--- config.mk ---
export PLATFORM = sky130hd
export DESIGN_NAME = alu_mdu
export DESIGN_NICKNAME = d
export VERILOG_FILES = /design/src/rtl/alu_pkg.sv /design/src/rtl/mdu_iter.sv /design/src/rtl/alu_mdu.sv
export SDC_FILE = /design/constraint.sdc
export NUM_CORES = 2
export LEC_CHECK = 0
export BUFFER_PORTS_ARGS = -buffer_cell sky130_fd_sc_hd__buf_2
export CAP_MARGIN = 20
export CORE_MARGIN = 3
export CORE_UTILIZATION = 40
export CTS_BUF_LIST = sky130_fd_sc_hd__clkbuf_2 sky130_fd_sc_hd__clkbuf_4 sky130_fd_sc_hd__clkbuf_8
export DETAILED_ROUTE_END_ITERATION = 16
export PLACE_DENSITY = 0.59
export SYNTH_ARGS = -nofsm -noshare
export SYNTH_HDL_FRONTEND = slang
export SYNTH_SLANG_ARGS = --single-unit
--- constraint.sdc ---
create_clock -name clk -period 7.39 [get_ports clk]
set_clock_uncertainty 0.15 [all_clocks]
set_input_delay 2.217 -clock clk [delete_from_list [all_inputs] [get_ports clk]]
set_output_delay 2.217 -clock clk [all_outputs]
set_load 0.01 [all_outputs]
--- src/rtl/alu_pkg.sv ---
// Shared op codes, FSM states and op-class helpers for alu_mdu.
package alu_pkg;

  localparam int unsigned OP_W = 5;

  typedef enum logic [OP_W-1:0] {
    ALU_ADD    = 5'd0,
    ALU_SUB    = 5'd1,
    ALU_XOR    = 5'd2,
    ALU_OR     = 5'd3,
    ALU_AND    = 5'd4,
    ALU_SLL    = 5'd5,
    ALU_SRL    = 5'd6,
    ALU_SRA    = 5'd7,
    ALU_SLT    = 5'd8,
    ALU_SLTU   = 5'd9,
    ALU_MUL    = 5'd10,
    ALU_MULH   = 5'd11,
    ALU_MULHSU = 5'd12,
    ALU_MULHU  = 5'd13,
    ALU_DIV    = 5'd14,
    ALU_DIVU   = 5'd15,
    ALU_REM    = 5'd16,
    ALU_REMU   = 5'd17
  } alu_op_e;

  typedef enum logic [1:0] {
    ST_IDLE = 2'd0,
    ST_BUSY = 2'd1,
    ST_DONE = 2'd2
  } state_e;

  function automatic logic is_muldiv(input logic [OP_W-1:0] op);
    return (op >= OP_W'(ALU_MUL)) && (op <= OP_W'(ALU_REMU));
  endfunction

  function automatic logic is_div(input logic [OP_W-1:0] op);
    return (op >= OP_W'(ALU_DIV)) && (op <= OP_W'(ALU_REMU));
  endfunction

endpackage

--- src/rtl/mdu_iter.sv ---
// Iterative multiply/divide datapath: one shift-add or restoring-divide step per cycle.
module mdu_iter
  import alu_pkg::*;
#(
  parameter int unsigned DATA_WIDTH = 32
) (
  input  logic                  clk,
  input  logic                  rst,
  input  logic                  flush,
  input  logic                  start,
  input  logic [OP_W-1:0]       op,
  input  logic [DATA_WIDTH-1:0] a,
  input  logic [DATA_WIDTH-1:0] b,
  output logic                  last_c,
  output logic [DATA_WIDTH-1:0] result_c
);

  localparam int unsigned DW    = DATA_WIDTH;
  localparam int unsigned CNT_W = $clog2(DATA_WIDTH) + 1;

  logic [2*DW-1:0]  acc;
  logic [2*DW-1:0]  acc_next;
  logic [2*DW-1:0]  prod_fix;
  logic [DW-1:0]    opnd;
  logic [CNT_W-1:0] cnt;
  logic             is_mul, want_hi, is_rem, neg_res;
  logic             sa, sb;
  logic [DW-1:0]    mag_a, mag_b;
  logic [DW:0]      mul_sum, rem_sh;
  logic [DW-1:0]    rem_new, div_sel;
  logic             ge;

  // Operand signedness per op; magnitudes feed the unsigned iteration
  always_comb begin
    sa = 1'b0;
    sb = 1'b0;
    case (op)
      OP_W'(ALU_MULH), OP_W'(ALU_DIV), OP_W'(ALU_REM): begin
        sa = a[DW-1];
        sb = b[DW-1];
      end
      OP_W'(ALU_MULHSU): sa = a[DW-1];
      default: ;
    endcase
  end

  assign mag_a = sa ? DW'(-a) : a;
  assign mag_b = sb ? DW'(-b) : b;

  // Multiplier/dividend sit in acc low half, multiplicand/divisor in opnd
  always_comb begin
    mul_sum  = {1'b0, acc[2*DW-1:DW]} + (acc[0] ? {1'b0, opnd} : '0);
    rem_sh   = {acc[2*DW-1:DW], acc[DW-1]};
    ge       = rem_sh >= {1'b0, opnd};
    rem_new  = DW'(rem_sh - (ge ? {1'b0, opnd} : '0));
    acc_next = is_mul ? {mul_sum, acc[DW-1:1]} : {rem_new, acc[DW-2:0], ge};
  end

  // Sign fixup applied to the value produced by the final step
  always_comb begin
    prod_fix = neg_res ? (2*DW)'(-acc_next) : acc_next;
    div_sel  = is_rem ? acc_next[2*DW-1:DW] : acc_next[DW-1:0];
    if (is_mul) begin
      result_c = want_hi ? prod_fix[2*DW-1:DW] : prod_fix[DW-1:0];
    end else begin
      result_c = neg_res ? DW'(-div_sel) : div_sel;
    end
  end

  assign last_c = (cnt == CNT_W'(1));

  always_ff @(posedge clk or posedge rst) begin
    if (rst) begin
      acc     <= '0;
      opnd    <= '0;
      cnt     <= '0;
      is_mul  <= 1'b0;
      want_hi <= 1'b0;
      is_rem  <= 1'b0;
      neg_res <= 1'b0;
    end else if (flush) begin
      cnt <= '0;
    end else if (start) begin
      acc     <= {{DW{1'b0}}, is_div(op) ? mag_a : mag_b};
      opnd    <= is_div(op) ? mag_b : mag_a;
      cnt     <= CNT_W'(DATA_WIDTH);
      is_mul  <= !is_div(op);
      want_hi <= (op != OP_W'(ALU_MUL));
      is_rem  <= (op == OP_W'(ALU_REM)) || (op == OP_W'(ALU_REMU));
      neg_res <= (op == OP_W'(ALU_REM)) ? sa : (sa ^ sb);
    end else if (cnt != '0) begin
      acc <= acc_next;
      cnt <= cnt - CNT_W'(1);
    end
  end

endmodule

--- src/rtl/alu_mdu.sv ---
// Handshaked execute-stage ALU with iterative RV32M multiply/divide.
module alu_mdu
  import alu_pkg::*;
#(
  parameter int unsigned DATA_WIDTH = 32
) (
  input  logic                  clk,
  input  logic                  rst,
  input  logic                  flush,
  input  logic                  in_valid,
  output logic                  in_ready,
  input  logic [4:0]            op,
  input  logic [DATA_WIDTH-1:0] a,
  input  logic [DATA_WIDTH-1:0] b,
  output logic                  out_valid,
  input  logic                  out_ready,
  output logic [DATA_WIDTH-1:0] out,
  output logic                  zero,
  output logic                  busy
);

  localparam int unsigned SHAMT_W = $clog2(DATA_WIDTH);
  localparam logic [DATA_WIDTH-1:0] MOST_NEG = {1'b1, {(DATA_WIDTH-1){1'b0}}};

  state_e                state;
  logic [SHAMT_W-1:0]    shamt;
  logic                  div_zero, div_ovf, use_iter, start;
  logic                  mdu_last_c;
  logic [DATA_WIDTH-1:0] base_res_c, mdu_res_c;

  assign shamt    = b[SHAMT_W-1:0];
  assign div_zero = is_div(op) && (b == '0);
  assign div_ovf  = ((op == OP_W'(ALU_DIV)) || (op == OP_W'(ALU_REM))) &&
                    (a == MOST_NEG) && (b == '1);
  assign use_iter = is_muldiv(op) && !div_zero && !div_ovf;
  assign start    = (state == ST_IDLE) && in_valid && use_iter && !flush;

  // Single-cycle results, including the divide corner cases that skip iteration
  always_comb begin
    base_res_c = a + b;
    case (op)
      OP_W'(ALU_SUB):  base_res_c = a - b;
      OP_W'(ALU_XOR):  base_res_c = a ^ b;
      OP_W'(ALU_OR):   base_res_c = a | b;
      OP_W'(ALU_AND):  base_res_c = a & b;
      OP_W'(ALU_SLL):  base_res_c = a << shamt;
      OP_W'(ALU_SRL):  base_res_c = a >> shamt;
      OP_W'(ALU_SRA):  base_res_c = DATA_WIDTH'($signed(a) >>> shamt);
      OP_W'(ALU_SLT):  base_res_c = DATA_WIDTH'($signed(a) < $signed(b));
      OP_W'(ALU_SLTU): base_res_c = DATA_WIDTH'(a < b);
      OP_W'(ALU_DIV), OP_W'(ALU_DIVU): base_res_c = div_zero ? '1 : a;
      OP_W'(ALU_REM), OP_W'(ALU_REMU): base_res_c = div_zero ? a : '0;
      default: ;
    endcase
  end

  mdu_iter #(
    .DATA_WIDTH(DATA_WIDTH)
  ) u_mdu_iter (
    .clk      (clk),
    .rst      (rst),
    .flush    (flush),
    .start    (start),
    .op       (op),
    .a        (a),
    .b        (b),
    .last_c   (mdu_last_c),
    .result_c (mdu_res_c)
  );

  always_ff @(posedge clk or posedge rst) begin
    if (rst) begin
      state     <= ST_IDLE;
      out       <= '0;
      zero      <= 1'b1;
      out_valid <= 1'b0;
      busy      <= 1'b0;
      in_ready  <= 1'b1;
    end else if (flush) begin
      state     <= ST_IDLE;
      out_valid <= 1'b0;
      busy      <= 1'b0;
      in_ready  <= 1'b1;
    end else begin
      case (state)
        ST_IDLE: begin
          if (in_valid) begin
            in_ready <= 1'b0;
            if (use_iter) begin
              state <= ST_BUSY;
              busy  <= 1'b1;
            end else begin
              state     <= ST_DONE;
              out       <= base_res_c;
              zero      <= (base_res_c == '0);
              out_valid <= 1'b1;
            end
          end
        end
        ST_BUSY: begin
          if (mdu_last_c) begin
            state     <= ST_DONE;
            busy      <= 1'b0;
            out       <= mdu_res_c;
            zero      <= (mdu_res_c == '0);
            out_valid <= 1'b1;
          end
        end
        ST_DONE: begin
          if (out_ready) begin
            state     <= ST_IDLE;
            out_valid <= 1'b0;
            in_ready  <= 1'b1;
          end
        end
        default: begin
          state     <= ST_IDLE;
          out_valid <= 1'b0;
          busy      <= 1'b0;
          in_ready  <= 1'b1;
        end
      endcase
    end
  end

endmodule

==> impl_metrics.json <==
{
  "cpPeakStageDelay_ps": 970,
  "grt_max_degree": 96,
  "start_kind": "input port",
  "total_power_mw": 12.1,
  "outcome": "completed",
  "switchingPower_mw": 7.03,
  "leakage_nw": 13.0,
  "clk_pin_slew_ps": 90,
  "core_area_um2": 68900,
  "synth.most_common_cell": "nand2_1",
  "fill_cells": 7304,
  "first_iter_violations": 4146,
  "crit_path_end_kind": "register",
  "fp.dieW_um": 270,
  "grt_pass1_vias": 31300,
  "drive_gt1_share_pct": 16.1,
  "nNetsFinal": 4326,
  "drtPass1Iterations": 7,
  "clk_latency_ps": 510,
  "period_needed_ps": 7130,
  "slew_headroom_pct": 20.9,
  "grt_pass1_wl_um": 204000,
  "yosysSeqAreaShare_pct": 12.9,
  "path_buf_inv": 4,
  "internal_power_mw": 5.09,
  "synth_fp_nets": 4193,
  "arrival_ps": 7410,
  "hold_viol": 0,
  "die-area_um2": 73100,
  "postSynth.asyncResetShare_pct": 100,
  "cts_setup_buffers": 0,
  "num_rows": 96,
  "postRouteAntennaNets": 0,
  "synth-edff-count": 0,
  "cts_tree": "built",
  "worstPathMaxFanout": 22,
  "overflow": 0,
  "post_drt_wl_per_cell_um": 27.6,
  "rsz0062_at_grt": "false",
  "start_util_pct": 40.5,
  "clkPwrFrac_pct": 5.3,
  "dp_hpwl_um": 110000,
  "max-cap-violations": 0,
  "syn_inst": 3916,
  "drc": 0,
  "slew_viol_final": 0,
  "drt_wl_total_um": 138000,
  "cp_cell_sequence": "buf_4 > mux4_2 > o21a_1 > a2111oi_0 > buf_4 > o221ai_1 > buf_4 > o32ai_1 > buf_4 > nand3_1 > nor4_2 > nand4b_1 > nor4_2 > nand4_1 > or4_1 > nor4_1 > nand4_1 > nand3_1",
  "worst_pin_slew_ps": 1190,
  "cellPowerDensity_nw_per_um2": 386,
  "vdd_ir_drop_max_mv": 0.182,
  "fmax_mhz": 140,
  "grtUsageTotal_pct": 36.3,
  "setup_viol_count_final": 0,
  "synthTopCellsByCount": "409 x nand2_1, 385 x nor2_1, 320 x o21ai_0, 270 x a21oi_1, 245 x clkbuf_1",
  "yosysTopAreaCell": "dfrtp_1",
  "io_buffer_count": 109,
  "antenna_found_initial": 2,
  "clock-sinks": 144,
  "finalSetupTns_ps": 0,
  "required_ps": 7670,
  "routed_via_density": 6.65,
  "synth_flop_cell": "dfrtp_1",
  "ys_types": 100,
  "clock_path_buffers": 2,
  "yosysWarnings": 0,
  "num_vias": 33200,
  "ctsHoldBuffers": 0,
  "die_y_um": 270,
  "ys_seq_elements": 144,
  "crit_top_cell": "buf_4",
  "slowest_stage": "a2111oi_0",
  "criticalPathCategory": "input port to register",
  "synth_top_cells_by_area": "dfrtp_1 13%, ha_1 8.9%, o21ai_0 5.7%",
  "seqPwrFrac_pct": 12.7,
  "swShare_pct": 58.0,
  "period_share_pct": 96.5,
  "io_pins": 110,
  "syn_area_per_cell_um2": 7.14,
  "hp-class": "register to register",
  "critPathTopFamily": "simple AND/OR/NAND/NOR gates",
  "comb_power_share_pct": 82.0,
  "syn2layout_area_growth_pct": 12.5,
  "cts-buffers-inserted": 17,
  "synth_top_area_share_pct": 12.7,
  "gp_congestion": 1.07,
  "syn_area_um2": 27900,
  "cts-root-buf": "clkbuf_8",
  "htree_num_levels": 4
}
metal layers:
layer	global-route usage (%)	part of all wire (%)	up-vias	wire length [µm]
met2	57.7	44	1928	60900
met4	20.9	7.0	0	9660
met1	47.1	40	15900	55200
met5	0	0	-	0
li1	-	-	15000	-
met3	5.31	9.0	413	12400
kinds of logic after synthesis:
| logic type | Yosys count | share of synthesized area (%) |
|---|---|---|
| mux | 200 | 10.2 |
| simple gates | 1411 | 24.4 |
| flops | 144 | 12.9 |
| compound gates | 1330 | 32.0 |
| buf+inv | 490 | 6.92 |
| xor+xnor | 138 | 4.33 |
| fa+ha+maj | 203 | 9.20 |
worst min-delay path, stage by stage, from the launching register on:
cell,delay [ps]
dfstp_2,390
nand2_1,50
nand3_1,60
layout by cell type (no fill, tap or decap), drive strengths merged, types with 106 or more instances in the layout:
master / instances
nor3: 133
buf: 431
dfrtp: 142
nand2: 409
inv: 184
a21oi: 270
xnor2: 106
nor2: 385
ha: 199
o21ai: 330
flip-flops by register name, summed over array words and instances (netlist names):
register and flops:
u_mdu_iter.acc 64, out 32, u_mdu_iter.opnd 32, u_mdu_iter.cnt 6, state 2, busy 1, in_ready 1, out_valid 1
u_mdu_iter.is_mul 1, u_mdu_iter.is_rem 1, u_mdu_iter.neg_res 1, u_mdu_iter.want_hi 1, zero 1
through the flow:
| stage | setup WS, ps | util [%] | instance area, µm² | hold slack, ps | std cells |
|---|---|---|---|---|---|
| 4_1_cts | 56.9 | 45.4 | 31300 | 344 | 4992 |
| 3_5_place_dp | -93.7 | 44.8 | 30900 | 320 | 4960 |
| 6_report | 260 | 45.6 | 31400 | 340 | 4996 |
| 3_3_place_gp | -13.8 | 44.8 | 30900 | 312 | 4960 |
| 2_1_floorplan | 43.1 | - | 27900 | 329 | 3916 |
| 5_1_grt | 3.45 | 45.6 | 31400 | 363 | 4994 |
final timing paths:
kind	cells after the start	from	slack [ps]	to
setup / recovery	18	b[1]	260	zero
hold / removal	2	zero	340	zero
setup reg to reg	26	u_mdu_iter.opnd[14]	330	zero
hold reg to reg	2	zero	340	zero
max in group asynchronous	3	rst	4010	u_mdu_iter.acc[27]
min in group asynchronous	2	rst	1750	u_mdu_iter.opnd[2]
what timing repair did:
action	in CTS	in global routing
setup endpoints to repair	1	13
endpoints found under the hold margin	0	0
gates resized for setup	1	28
cloned	0	0
pin swaps	0	2
cell type report:
type / instances / area [µm²] / area share, %
sequential: 144 / 3610 / 11.5
inverter: 173 / 654 / 2.08
multi-input combinational: 3282 / 22600 / 71.8
clock inverter: 15 / 139 / 0.442
timing repair buffer: 431 / 3040 / 9.67
antenna: 3 / 7.51 / 0.0239
tap: 931 / 1160 / 3.71
clock buffer: 17 / 234 / 0.744
power by group through the flow:
stage	Clock [mW]	Combinational, mW	Sequential, mW
after floorplan	0	6.33	1.37
after global placement	0	9.50	1.53
after detailed placement	0	9.49	1.54
after CTS	0.652	9.55	1.53
after global routing	0.677	10.7	1.59
final	0.637	9.94	1.54
(Power assumes the default switching activity.)
